File: config.mk
export PLATFORM = sky130hd
export DESIGN_NAME = sm83_stack_seq
export DESIGN_NICKNAME = d
export VERILOG_FILES = /design/src/rtl/sm83_pkg.sv /design/src/rtl/sm83_stack_seq.sv
export SDC_FILE = /design/constraint.sdc
export NUM_CORES = 1
export LEC_CHECK = 0
export ABC_CLOCK_PERIOD_IN_PS = 3800
export BUFFER_PORTS_ARGS = -buffer_cell sky130_fd_sc_hd__clkbuf_2
export CAP_MARGIN = 0
export CELL_PAD_IN_SITES_DETAIL_PLACEMENT = 0
export CELL_PAD_IN_SITES_GLOBAL_PLACEMENT = 1
export CORE_MARGIN = 2
export CORE_UTILIZATION = 34
export DETAILED_ROUTE_END_ITERATION = 12
export PLACE_DENSITY = 0.85
export SLEW_MARGIN = 20
export SYNTH_ARGS = -nofsm -noshare
export SYNTH_HDL_FRONTEND = slang
export SYNTH_SLANG_ARGS = --single-unit
File: constraint.sdc
create_clock -name clk -period 3.8 [get_ports clk]
set_clock_uncertainty 0.2 [all_clocks]
set_input_delay 0 -clock clk [delete_from_list [all_inputs] [get_ports clk]]
set_output_delay 0 -clock clk [all_outputs]
set_load 0.01 [all_outputs]
File: src/rtl/sm83_pkg.sv
// Shared SM83 core types: stack sequencer pair selects, states and flag masking.
package sm83_pkg;

  typedef enum logic [2:0] {
    SEL_BC = 3'd0,
    SEL_DE = 3'd1,
    SEL_HL = 3'd2,
    SEL_AF = 3'd3,
    SEL_PC = 3'd4
  } stack_sel_t;

  typedef enum logic [2:0] {
    ST_IDLE    = 3'd0,
    ST_PUSH_HI = 3'd1,
    ST_PUSH_LO = 3'd2,
    ST_POP_LO  = 3'd3,
    ST_POP_HI  = 3'd4,
    ST_DONE    = 3'd5
  } stack_state_t;

  // Lower nibble of F is hard-wired to zero on the SM83.
  localparam logic [7:0] F_LOW_MASK = 8'hF0;

  function automatic logic sel_is_valid(input logic [2:0] sel);
    return sel <= 3'(SEL_PC);
  endfunction

endpackage

File: src/rtl/sm83_stack_seq.sv
// SM83 stack sequencer: owns SP and performs PUSH/POP of a register pair as
// two byte-wide memory cycles, driving the register file write strobes.
module sm83_stack_seq
  import sm83_pkg::*;
#(
  parameter logic [15:0] SP_RESET = 16'hFFFE
) (
  input  logic        clk,
  input  logic        rst_n,
  input  logic        req_valid,
  output logic        req_ready,
  input  logic        req_push,
  input  logic [2:0]  req_sel,
  input  logic        sp_load,
  input  logic [15:0] sp_load_val,
  output logic [15:0] sp,
  output logic [2:0]  rf_sel,
  input  logic [7:0]  rd_hi,
  input  logic [7:0]  rd_lo,
  output logic        rf_wen_hi,
  output logic        rf_wen_lo,
  output logic [7:0]  rf_wdata,
  output logic        mem_req,
  output logic        mem_we,
  output logic [15:0] mem_addr,
  output logic [7:0]  mem_wdata,
  input  logic [7:0]  mem_rdata,
  input  logic        mem_ack,
  output logic        done
);

  stack_state_t r_state;
  logic [15:0]  r_sp;
  logic [2:0]   r_sel;
  logic [15:0]  w_sp_dec;
  logic [15:0]  w_sp_inc;

  assign w_sp_dec = r_sp - 16'd1;
  assign w_sp_inc = r_sp + 16'd1;

  // The push/pop direction is carried by the state itself after accept.
  always_ff @(posedge clk) begin
    if (!rst_n) begin
      r_state <= ST_IDLE;
      r_sp    <= SP_RESET;
      r_sel   <= '0;
    end else begin
      unique case (r_state)
        ST_IDLE: begin
          if (sp_load) begin
            r_sp <= sp_load_val;
          end else if (req_valid) begin
            r_sel <= req_sel;
            if (!sel_is_valid(req_sel)) r_state <= ST_DONE;
            else if (req_push)          r_state <= ST_PUSH_HI;
            else                        r_state <= ST_POP_LO;
          end
        end
        ST_PUSH_HI: if (mem_ack) begin
          r_sp    <= w_sp_dec;
          r_state <= ST_PUSH_LO;
        end
        ST_PUSH_LO: if (mem_ack) begin
          r_sp    <= w_sp_dec;
          r_state <= ST_DONE;
        end
        ST_POP_LO: if (mem_ack) begin
          r_sp    <= w_sp_inc;
          r_state <= ST_POP_HI;
        end
        ST_POP_HI: if (mem_ack) begin
          r_sp    <= w_sp_inc;
          r_state <= ST_DONE;
        end
        ST_DONE: r_state <= ST_IDLE;
        default: r_state <= ST_IDLE;
      endcase
    end
  end

  assign sp = r_sp;

  always_comb begin
    req_ready = 1'b0;
    rf_sel    = r_sel;
    rf_wen_hi = 1'b0;
    rf_wen_lo = 1'b0;
    rf_wdata  = 8'h00;
    mem_req   = 1'b0;
    mem_we    = 1'b0;
    mem_addr  = 16'h0000;
    mem_wdata = 8'h00;
    done      = 1'b0;
    unique case (r_state)
      ST_IDLE: begin
        req_ready = !sp_load;
        rf_sel    = 3'd0;
      end
      ST_PUSH_HI: begin
        mem_req   = 1'b1;
        mem_we    = 1'b1;
        mem_addr  = w_sp_dec;
        mem_wdata = rd_hi;
      end
      ST_PUSH_LO: begin
        mem_req   = 1'b1;
        mem_we    = 1'b1;
        mem_addr  = w_sp_dec;
        mem_wdata = rd_lo;
      end
      ST_POP_LO: begin
        mem_req  = 1'b1;
        mem_addr = r_sp;
        if (mem_ack) begin
          rf_wen_lo = 1'b1;
          rf_wdata  = (r_sel == 3'(SEL_AF)) ? (mem_rdata & F_LOW_MASK) : mem_rdata;
        end
      end
      ST_POP_HI: begin
        mem_req  = 1'b1;
        mem_addr = r_sp;
        if (mem_ack) begin
          rf_wen_hi = 1'b1;
          rf_wdata  = mem_rdata;
        end
      end
      ST_DONE: done = 1'b1;
      default: ;
    endcase
  end

endmodule

==> impl_metrics.xml, run 1 <==
<?xml version="1.0" encoding="UTF-8"?>
<metrics>
  <group name="yosys">
    <metric name="synthesized_cell_area" unit="sq um">2280</metric>
    <metric name="synth-seq-area-share" unit="">0.1932</metric>
    <metric name="yosys_warnings" unit="">0</metric>
    <metric name="post_synth_inst_count" unit="">347</metric>
    <metric name="ys_async_sr_fraction" unit="">0</metric>
    <metric name="synth_cell_types" unit="">58</metric>
    <metric name="ys.flop_type" unit="">dfxtp_1</metric>
    <metric name="synth_edf_count" unit="">0</metric>
    <metric name="post_synthesis_cell_type_with_the_largest_combined_area" unit="">dfxtp_1</metric>
    <metric name="synth_top_cells_by_area" unit="">dfxtp_1 19%, a21oi_1 6.6%, nand2_1 5.9%</metric>
    <metric name="syn-num-nets" unit="">398</metric>
    <metric name="synth.ff_latch_count" unit="">22</metric>
    <metric name="synth_largest_type_area_fraction" unit="">0.1932</metric>
    <metric name="syn_avg_cell_area" unit="sq um">6.570</metric>
  </group>
  <group name="placement">
    <metric name="dpl_worst_slack" unit="ns">0.9214</metric>
    <metric name="buffer_ports.inserted" unit="">105</metric>
    <metric name="place_hpwl" unit="mm">5.424</metric>
    <metric name="place_congestion" unit="">0.8454</metric>
  </group>
  <group name="setup_path">
    <metric name="worst_setup_path_end_kind" unit="">flip-flop</metric>
    <metric name="crit_arrival" unit="ns">3.45</metric>
    <metric name="critPathLaunchType" unit="">flip-flop</metric>
    <metric name="critical_path_peak_fanout" unit="">24</metric>
    <metric name="kind_of_critical_path" unit="">reg2reg</metric>
    <metric name="crit_slowest_cell" unit="">dfxtp_1</metric>
    <metric name="slowest_stage_delay_on_critical_path" unit="ns">0.64</metric>
    <metric name="crit_required" unit="ns">3.82</metric>
    <metric name="worstPathCellList" unit="">nor2b_1 &gt; o21ai_1 &gt; buf_4 &gt; inv_1 &gt; a22oi_1 &gt; a2bb2oi_1 &gt; o211ai_1 &gt; dlygate4sd3_1</metric>
  </group>
  <group name="grt">
    <metric name="antenna_found_initial" unit="">0</metric>
    <metric name="grt_start_max_net_pins" unit="">25</metric>
    <metric name="grt_usage" unit="">0.2085</metric>
    <metric name="grt_pass1_wl" unit="mm">12.96</metric>
    <metric name="grt_pass1_vias" unit="">2717</metric>
    <metric name="globalRoute.totalOverflow" unit="">0</metric>
  </group>
  <group name="run">
    <metric name="timing.max_cap.violations" unit="">0</metric>
  </group>
  <group name="cells_and_area">
    <metric name="area_growth" unit="%">34.96</metric>
    <metric name="mostFrequentLayoutCell" unit="">clkbuf_2</metric>
    <metric name="number_of_fill_cells" unit="">681</metric>
    <metric name="antenna_cells_inserted" unit="">0</metric>
    <metric name="share_of_cells_above_drive_strength_1" unit="">0.2695</metric>
    <metric name="most-common-layout-cells" unit="">105 x clkbuf_2, 36 x nand2_1, 33 x nor2_1</metric>
    <metric name="nets" unit="">502</metric>
  </group>
  <group name="timing">
    <metric name="finalCriticalPeriod" unit="ns">3.430</metric>
    <metric name="grt_setup_unrepaired" unit="">false</metric>
    <metric name="worst-slew-pin-transition" unit="ns">0.7157</metric>
    <metric name="setup_viol" unit="">0</metric>
    <metric name="timing.setup.tns" unit="ns">0</metric>
    <metric name="final-max-slew-violation-count" unit="">0</metric>
    <metric name="finalHoldViolations" unit="">0</metric>
    <metric name="whs" unit="ns">0.02217</metric>
    <metric name="clock.fmax" unit="MHz">291.5</metric>
    <metric name="post-route-period-util" unit="">0.9026</metric>
    <metric name="fin_ws" unit="ns">0.3700</metric>
    <metric name="slew_headroom" unit="">0.5223</metric>
  </group>
  <group name="drt">
    <metric name="route.vias.total" unit="">2978</metric>
    <metric name="drt_first_pass_iters" unit="">11</metric>
    <metric name="final_antenna_net_count" unit="">0</metric>
    <metric name="drt_wl_cell" unit="um">14.63</metric>
    <metric name="route.met3.wl" unit="um">448</metric>
    <metric name="routed.top_layer" unit="">met4</metric>
    <metric name="drc" unit="">5</metric>
    <metric name="route.final.wire_length" unit="mm">7.697</metric>
    <metric name="detail_routed_via_count_per_cell" unit="">5.662</metric>
    <metric name="wl_met2" unit="mm">3.609</metric>
    <metric name="drt_iter0_drc" unit="">235</metric>
    <metric name="met1_length" unit="mm">3.590</metric>
  </group>
  <group name="floorplanning">
    <metric name="design.core.area" unit="sq um">6422</metric>
    <metric name="die_height" unit="um">85.89</metric>
    <metric name="num_io_pins" unit="">106</metric>
    <metric name="rows" unit="">29</metric>
    <metric name="design.die.area" unit="sq um">7376</metric>
    <metric name="die_x" unit="um">85.89</metric>
    <metric name="initial_utilization" unit="">0.3550</metric>
  </group>
  <group name="cts">
    <metric name="clk_pin_slew" unit="ns">0.09</metric>
    <metric name="cts_sinks" unit="">22</metric>
    <metric name="postCtsSetupBuffers" unit="">0</metric>
    <metric name="cts_root_buffer" unit="">clkbuf_8</metric>
    <metric name="cts-buffers-inserted" unit="">3</metric>
    <metric name="htree_levels" unit="">1</metric>
    <metric name="clock_insertion_delay_worst_skew" unit="ns">0.27</metric>
    <metric name="worst_case_clock_buffer_depth" unit="">2</metric>
    <metric name="cts_resized" unit="">0</metric>
    <metric name="tritoncts" unit="">built</metric>
  </group>
  <group name="run_status">
    <metric name="status" unit="">finished with violations</metric>
    <metric name="failed_checks" unit="">design-rule violations</metric>
  </group>
  <group name="power_and_ir_drop">
    <metric name="p_per_area" unit="nW/um^2">532.4</metric>
    <metric name="static-leakage-power" unit="uW">0.001354</metric>
    <metric name="vdd_drop_max" unit="mV">0.1988</metric>
  </group>
  <group name="hold_path">
    <metric name="timing.hold.worst.class" unit="">in2reg</metric>
  </group>
</metrics>
==> through the flow <==
stage	cell area, sq um	total power [uW]	cells	util
2_1_floorplan	2280	1114	347	-
3_3_place_gp	2795	1437	499	0.4352
3_5_place_dp	2795	1446	499	0.4352
4_1_cts	3077	1638	526	0.4791
5_1_grt	3077	1790	526	0.4791
6_report	3077	1638	526	0.4791
==> per-layer routing <==
layer	track usage	vias up
met2	0.3531	107
met4	0.02886	0
li1	-	1496
met5	0	-
met1	0.2872	1369
met3	0.02984	6
==> kinds of logic after synthesis <==
| kind of cell | share of synthesized area |
|---|---|
| simple gates | 0.3315 |
| compound gates | 0.3502 |
| buf+inv | 0.08342 |
| flops | 0.1932 |
| xor+xnor | 0.03074 |
| fa+ha+maj | 0.01098 |
==> worst max-delay path, delay by kind of cell (launching register included) <==
kind	cells	cell delay, ns
compound gates	4	0.64
buf+inv	3	1.35
flops	1	0.64
simple gates	1	0.55
==> area by class of cell <==
cell class / instances / area (sq um) / area share
clock buffers: 3 / 41.29 / 0.01342
inverters: 13 / 48.80 / 0.01586
repair buffers: 133 / 795.8 / 0.2586
multi-input cells: 278 / 1654 / 0.5376
well taps: 77 / 96.34 / 0.03131
flip-flops and latches: 22 / 440.4 / 0.1431
==> state kept, by name (all words and copies together) (netlist names) <==
name / cells
r_sel: 3
r_state: 3
sp: 16
==> timing repair <==
item | 4_1_cts | 5_1_grt
hold endpoints to repair | 17 | 0
endpoints found under the setup margin | 0 | 0
hold buffers | 24 | 0
==> where the power goes <==
group	total, uW	switching [uW]	internal [uW]
clock	152	81.1	71.0
combinational	1010	576	432
sequential	478	181	297
==> path summary, 6_finish.rpt <==
path / slack (ns) / to / from / cells after the start
setup / recovery: 0.37 / sp[2] / r_state[0] / 8
hold / removal: 0.02 / r_state[1] / req_push / 6
setup reg to reg: 0.37 / sp[2] / r_state[0] / 8
hold reg to reg: 0.28 / r_sel[0] / r_sel[0] / 2
==> synthesized netlist by cell type, drive strengths merged (2+ instances only) <==
cell type / instances
a211o: 2
a211oi: 4
a21o: 2
a21oi: 30
a221oi: 4
a22oi: 10
a2bb2oi: 2
a31oi: 5
a32oi: 5
and2: 6
and3: 5
buf: 11
clkbuf: 23
dfxtp: 22
ha: 2
inv: 12
nand2: 36
nand2b: 2
nand3: 10
nand3b: 2
nand4: 4
nor2: 33
nor2b: 7
nor3: 17
nor4: 7
o211ai: 8
o21a: 3
o21ai: 26
o22a: 3
o22ai: 4
o31ai: 2
o32ai: 2
or2: 3
or3: 5
or4: 4
or4b: 2
xnor2: 6
xor2: 2
Note: power is estimated with default switching activity, not from simulation.
==> inputs of run 2 (changes only) <==
--- a/config.mk
+++ b/config.mk
@@ -6,14 +6,14 @@
 export NUM_CORES = 1
 export LEC_CHECK = 0
 export ABC_CLOCK_PERIOD_IN_PS = 3800
-export BUFFER_PORTS_ARGS = -buffer_cell sky130_fd_sc_hd__clkbuf_2
+export BUFFER_PORTS_ARGS = -buffer_cell sky130_fd_sc_hd__buf_2
 export CAP_MARGIN = 0
 export CELL_PAD_IN_SITES_DETAIL_PLACEMENT = 0
 export CELL_PAD_IN_SITES_GLOBAL_PLACEMENT = 1
 export CORE_MARGIN = 2
 export CORE_UTILIZATION = 34
 export DETAILED_ROUTE_END_ITERATION = 12
-export PLACE_DENSITY = 0.85
+export PLACE_DENSITY_LB_ADDON = 0.12
 export SLEW_MARGIN = 20
 export SYNTH_ARGS = -nofsm -noshare
 export SYNTH_HDL_FRONTEND = slang
==> run 2 against run 1 <==
Compared with the run above:
- the run still ends with design-rule violations left
- setup slack improved by 0.20 ns
- total power increased by 3.1%
- register-to-register slack improved by 0.20 ns
- non-clock buffer count increased by 4
- maximum frequency increased by 6.3%
- routed wire length increased by 7.9%
- combinational power about the same
- critical path depth decreased by 1
- design area increased by 1.7%
- final cell count increased by 0.95%
- largest cell class unchanged
==> impl_metrics.xml, run 2 (synthesis gave the netlist of run 1 again) <==
<?xml version="1.0" encoding="UTF-8"?>
<metrics>
  <group name="run_status">
    <metric name="status" unit="">finished with violations</metric>
    <metric name="failed_checks" unit="">design-rule violations</metric>
  </group>
  <group name="floorplanning">
    <metric name="die_x" unit="um">85.89</metric>
    <metric name="design.die.area" unit="sq um">7376</metric>
    <metric name="rows" unit="">29</metric>
    <metric name="die_height" unit="um">85.89</metric>
    <metric name="design.core.area" unit="sq um">6422</metric>
    <metric name="initial_utilization" unit="">0.3550</metric>
    <metric name="num_io_pins" unit="">106</metric>
  </group>
  <group name="drt">
    <metric name="detail_routed_via_count_per_cell" unit="">5.687</metric>
    <metric name="route.final.wire_length" unit="mm">8.307</metric>
    <metric name="route.vias.total" unit="">3020</metric>
    <metric name="drt_first_pass_iters" unit="">9</metric>
    <metric name="drt_wl_cell" unit="um">15.64</metric>
    <metric name="final_antenna_net_count" unit="">0</metric>
    <metric name="drt_iter0_drc" unit="">242</metric>
    <metric name="drc" unit="">4</metric>
  </group>
  <group name="setup_path">
    <metric name="kind_of_critical_path" unit="">reg2reg</metric>
    <metric name="worst_setup_path_end_kind" unit="">flip-flop</metric>
    <metric name="critical_path_peak_fanout" unit="">22</metric>
    <metric name="crit_slowest_cell" unit="">dfxtp_1</metric>
    <metric name="crit_arrival" unit="ns">3.25</metric>
    <metric name="crit_required" unit="ns">3.83</metric>
    <metric name="critPathLaunchType" unit="">flip-flop</metric>
    <metric name="critical_path.reg2reg.startpoint" unit="">r_state[0]</metric>
    <metric name="worstPathCellList" unit="">nor2b_1 &gt; o21ai_1 &gt; inv_1 &gt; a22oi_1 &gt; a2bb2oi_1 &gt; o211ai_1 &gt; dlygate4sd3_1</metric>
    <metric name="slowest_stage_delay_on_critical_path" unit="ns">0.63</metric>
    <metric name="crit_start" unit="">r_state[0]</metric>
  </group>
  <group name="placement">
    <metric name="dpl-instance-area" unit="sq um">2795</metric>
    <metric name="place_congestion" unit="">0.8744</metric>
    <metric name="buffer_ports.inserted" unit="">105</metric>
    <metric name="place_hpwl" unit="mm">5.614</metric>
  </group>
  <group name="power_and_ir_drop">
    <metric name="p_per_area" unit="nW/um^2">539.2</metric>
    <metric name="static-leakage-power" unit="uW">0.001379</metric>
    <metric name="power_share_of_the_combinational_group" unit="">0.605</metric>
    <metric name="internal_power" unit="uW">832.0</metric>
    <metric name="vdd_drop_max" unit="mV">0.1788</metric>
    <metric name="sw_frac_of_total" unit="">0.5071</metric>
    <metric name="switching_power" unit="uW">856.0</metric>
    <metric name="clock_power_share" unit="">0.111</metric>
    <metric name="total_power" unit="uW">1688</metric>
    <metric name="relative_contribution_of_sequential_cells_to_total_power" unit="">0.284</metric>
  </group>
  <group name="timing">
    <metric name="post-route-period-util" unit="">0.8489</metric>
    <metric name="grt_setup_unrepaired" unit="">false</metric>
    <metric name="finalCriticalPeriod" unit="ns">3.226</metric>
    <metric name="setup_viol" unit="">0</metric>
    <metric name="worst-slew-pin-transition" unit="ns">0.7460</metric>
    <metric name="clock.fmax" unit="MHz">310.0</metric>
    <metric name="timing.setup.tns" unit="ns">0</metric>
    <metric name="finalHoldViolations" unit="">0</metric>
    <metric name="final-max-slew-violation-count" unit="">0</metric>
    <metric name="slew_headroom" unit="">0.5021</metric>
  </group>
  <group name="cts">
    <metric name="cts_root_buffer" unit="">clkbuf_8</metric>
    <metric name="clk_pin_slew" unit="ns">0.10</metric>
    <metric name="cts-buffers-inserted" unit="">3</metric>
    <metric name="cts_sinks" unit="">22</metric>
    <metric name="clock_insertion_delay_worst_skew" unit="ns">0.28</metric>
    <metric name="postCtsSetupBuffers" unit="">0</metric>
    <metric name="tritoncts" unit="">built</metric>
    <metric name="worst_case_clock_buffer_depth" unit="">2</metric>
    <metric name="htree_levels" unit="">1</metric>
  </group>
  <group name="hold_path">
    <metric name="timing.hold.worst.class" unit="">in2reg</metric>
    <metric name="hold_path.startpoint" unit="">req_push</metric>
  </group>
  <group name="cells_and_area">
    <metric name="antenna_cells_inserted" unit="">0</metric>
    <metric name="layout.cell_area.non_filler" unit="sq um">3131</metric>
    <metric name="area_growth" unit="%">37.32</metric>
    <metric name="most-common-layout-cells" unit="">105 x buf_2, 36 x nand2_1, 33 x nor2_1</metric>
    <metric name="post-route-util" unit="">0.4874</metric>
    <metric name="nets" unit="">506</metric>
    <metric name="share_of_cells_above_drive_strength_1" unit="">0.2687</metric>
    <metric name="mostFrequentLayoutCell" unit="">buf_2</metric>
    <metric name="max_reg_flops" unit="">16</metric>
  </group>
  <group name="grt">
    <metric name="grt_start_max_net_pins" unit="">24</metric>
    <metric name="grt_pass1_wl" unit="mm">13.72</metric>
    <metric name="grt_pass1_vias" unit="">2886</metric>
    <metric name="antenna_found_initial" unit="">0</metric>
    <metric name="globalRoute.totalOverflow" unit="">0</metric>
    <metric name="grt_usage" unit="">0.2248</metric>
  </group>
  <group name="run">
    <metric name="timing.max_cap.violations" unit="">0</metric>
  </group>
</metrics>
## run 2: changes by cell type in the layout (fill, tap and decap cells not counted)
cell / previous run / this run
dlygate4sd3_1: 24 / 28
clkbuf_2: 105 / 0
buf_2: 0 / 105
clkbuf_8: 3 / 4
## run 2: path summary, 6_finish.rpt
| kind | to | slack, ns | depth (start not counted) |
|---|---|---|---|
| worst max-delay path | sp[2] | 0.57 | 7 |
| worst min-delay path | r_state[1] | 0.006 | 6 |
| worst max register to register | sp[2] | 0.57 | 7 |
| worst min register to register | r_sel[2] | 0.28 | 2 |
## run 2: what timing repair did
action	in CTS	in global routing
gates resized for setup	0	0
endpoints found under the setup margin	0	0
hold buffers	28	0
hold endpoints to repair	19	0
## run 2: power groups by stage
stage	registers (uW)	logic [uW]	clock network, uW
2_1_floorplan	386	729	0
3_3_place_gp	477	970	0
3_5_place_dp	481	972	0
4_1_cts	475	1020	189
5_1_grt	503	1140	201
6_report	480	1020	187
## run 2: cell type report
| cell class | count | area, sq um |
|---|---|---|
| fillers | 681 | 3292 |
| flip-flops and latches | 22 | 440.4 |
| multi-input cells | 278 | 1654 |
| repair buffers | 137 | 835.8 |
| clock buffers | 4 | 55.05 |
| well taps | 77 | 96.34 |
| inverters | 13 | 48.80 |
## run 2: worst max-delay path: cells and delay by family, from the launching register on
| family | cells | cell delay (ns) |
|---|---|---|
| AOI/OAI and AO/OA | 4 | 0.67 |
| buffers and inverters | 2 | 1.13 |
| DFF | 1 | 0.63 |
| and+or+nand+nor | 1 | 0.54 |
## run 2: per-layer routing
metal | GRT usage | up-vias | routed length [um]
met5 | 0 | - | 0
met4 | 0.04185 | 0 | 82
met3 | 0.03369 | 8 | 448
met2 | 0.3827 | 115 | 4047
met1 | 0.3027 | 1394 | 3728
li1 | - | 1503 | -
## run 2: stage by stage
stage	hold slack, ns	std cells	worst slack (ns)
floorplan	-0.1534	347	1.232
global placement	0.07019	499	1.077
detailed placement	0.07608	499	1.044
CTS	0.001570	531	0.5861
global route	0.06536	531	0.3015
finish	0.006429	531	0.5743
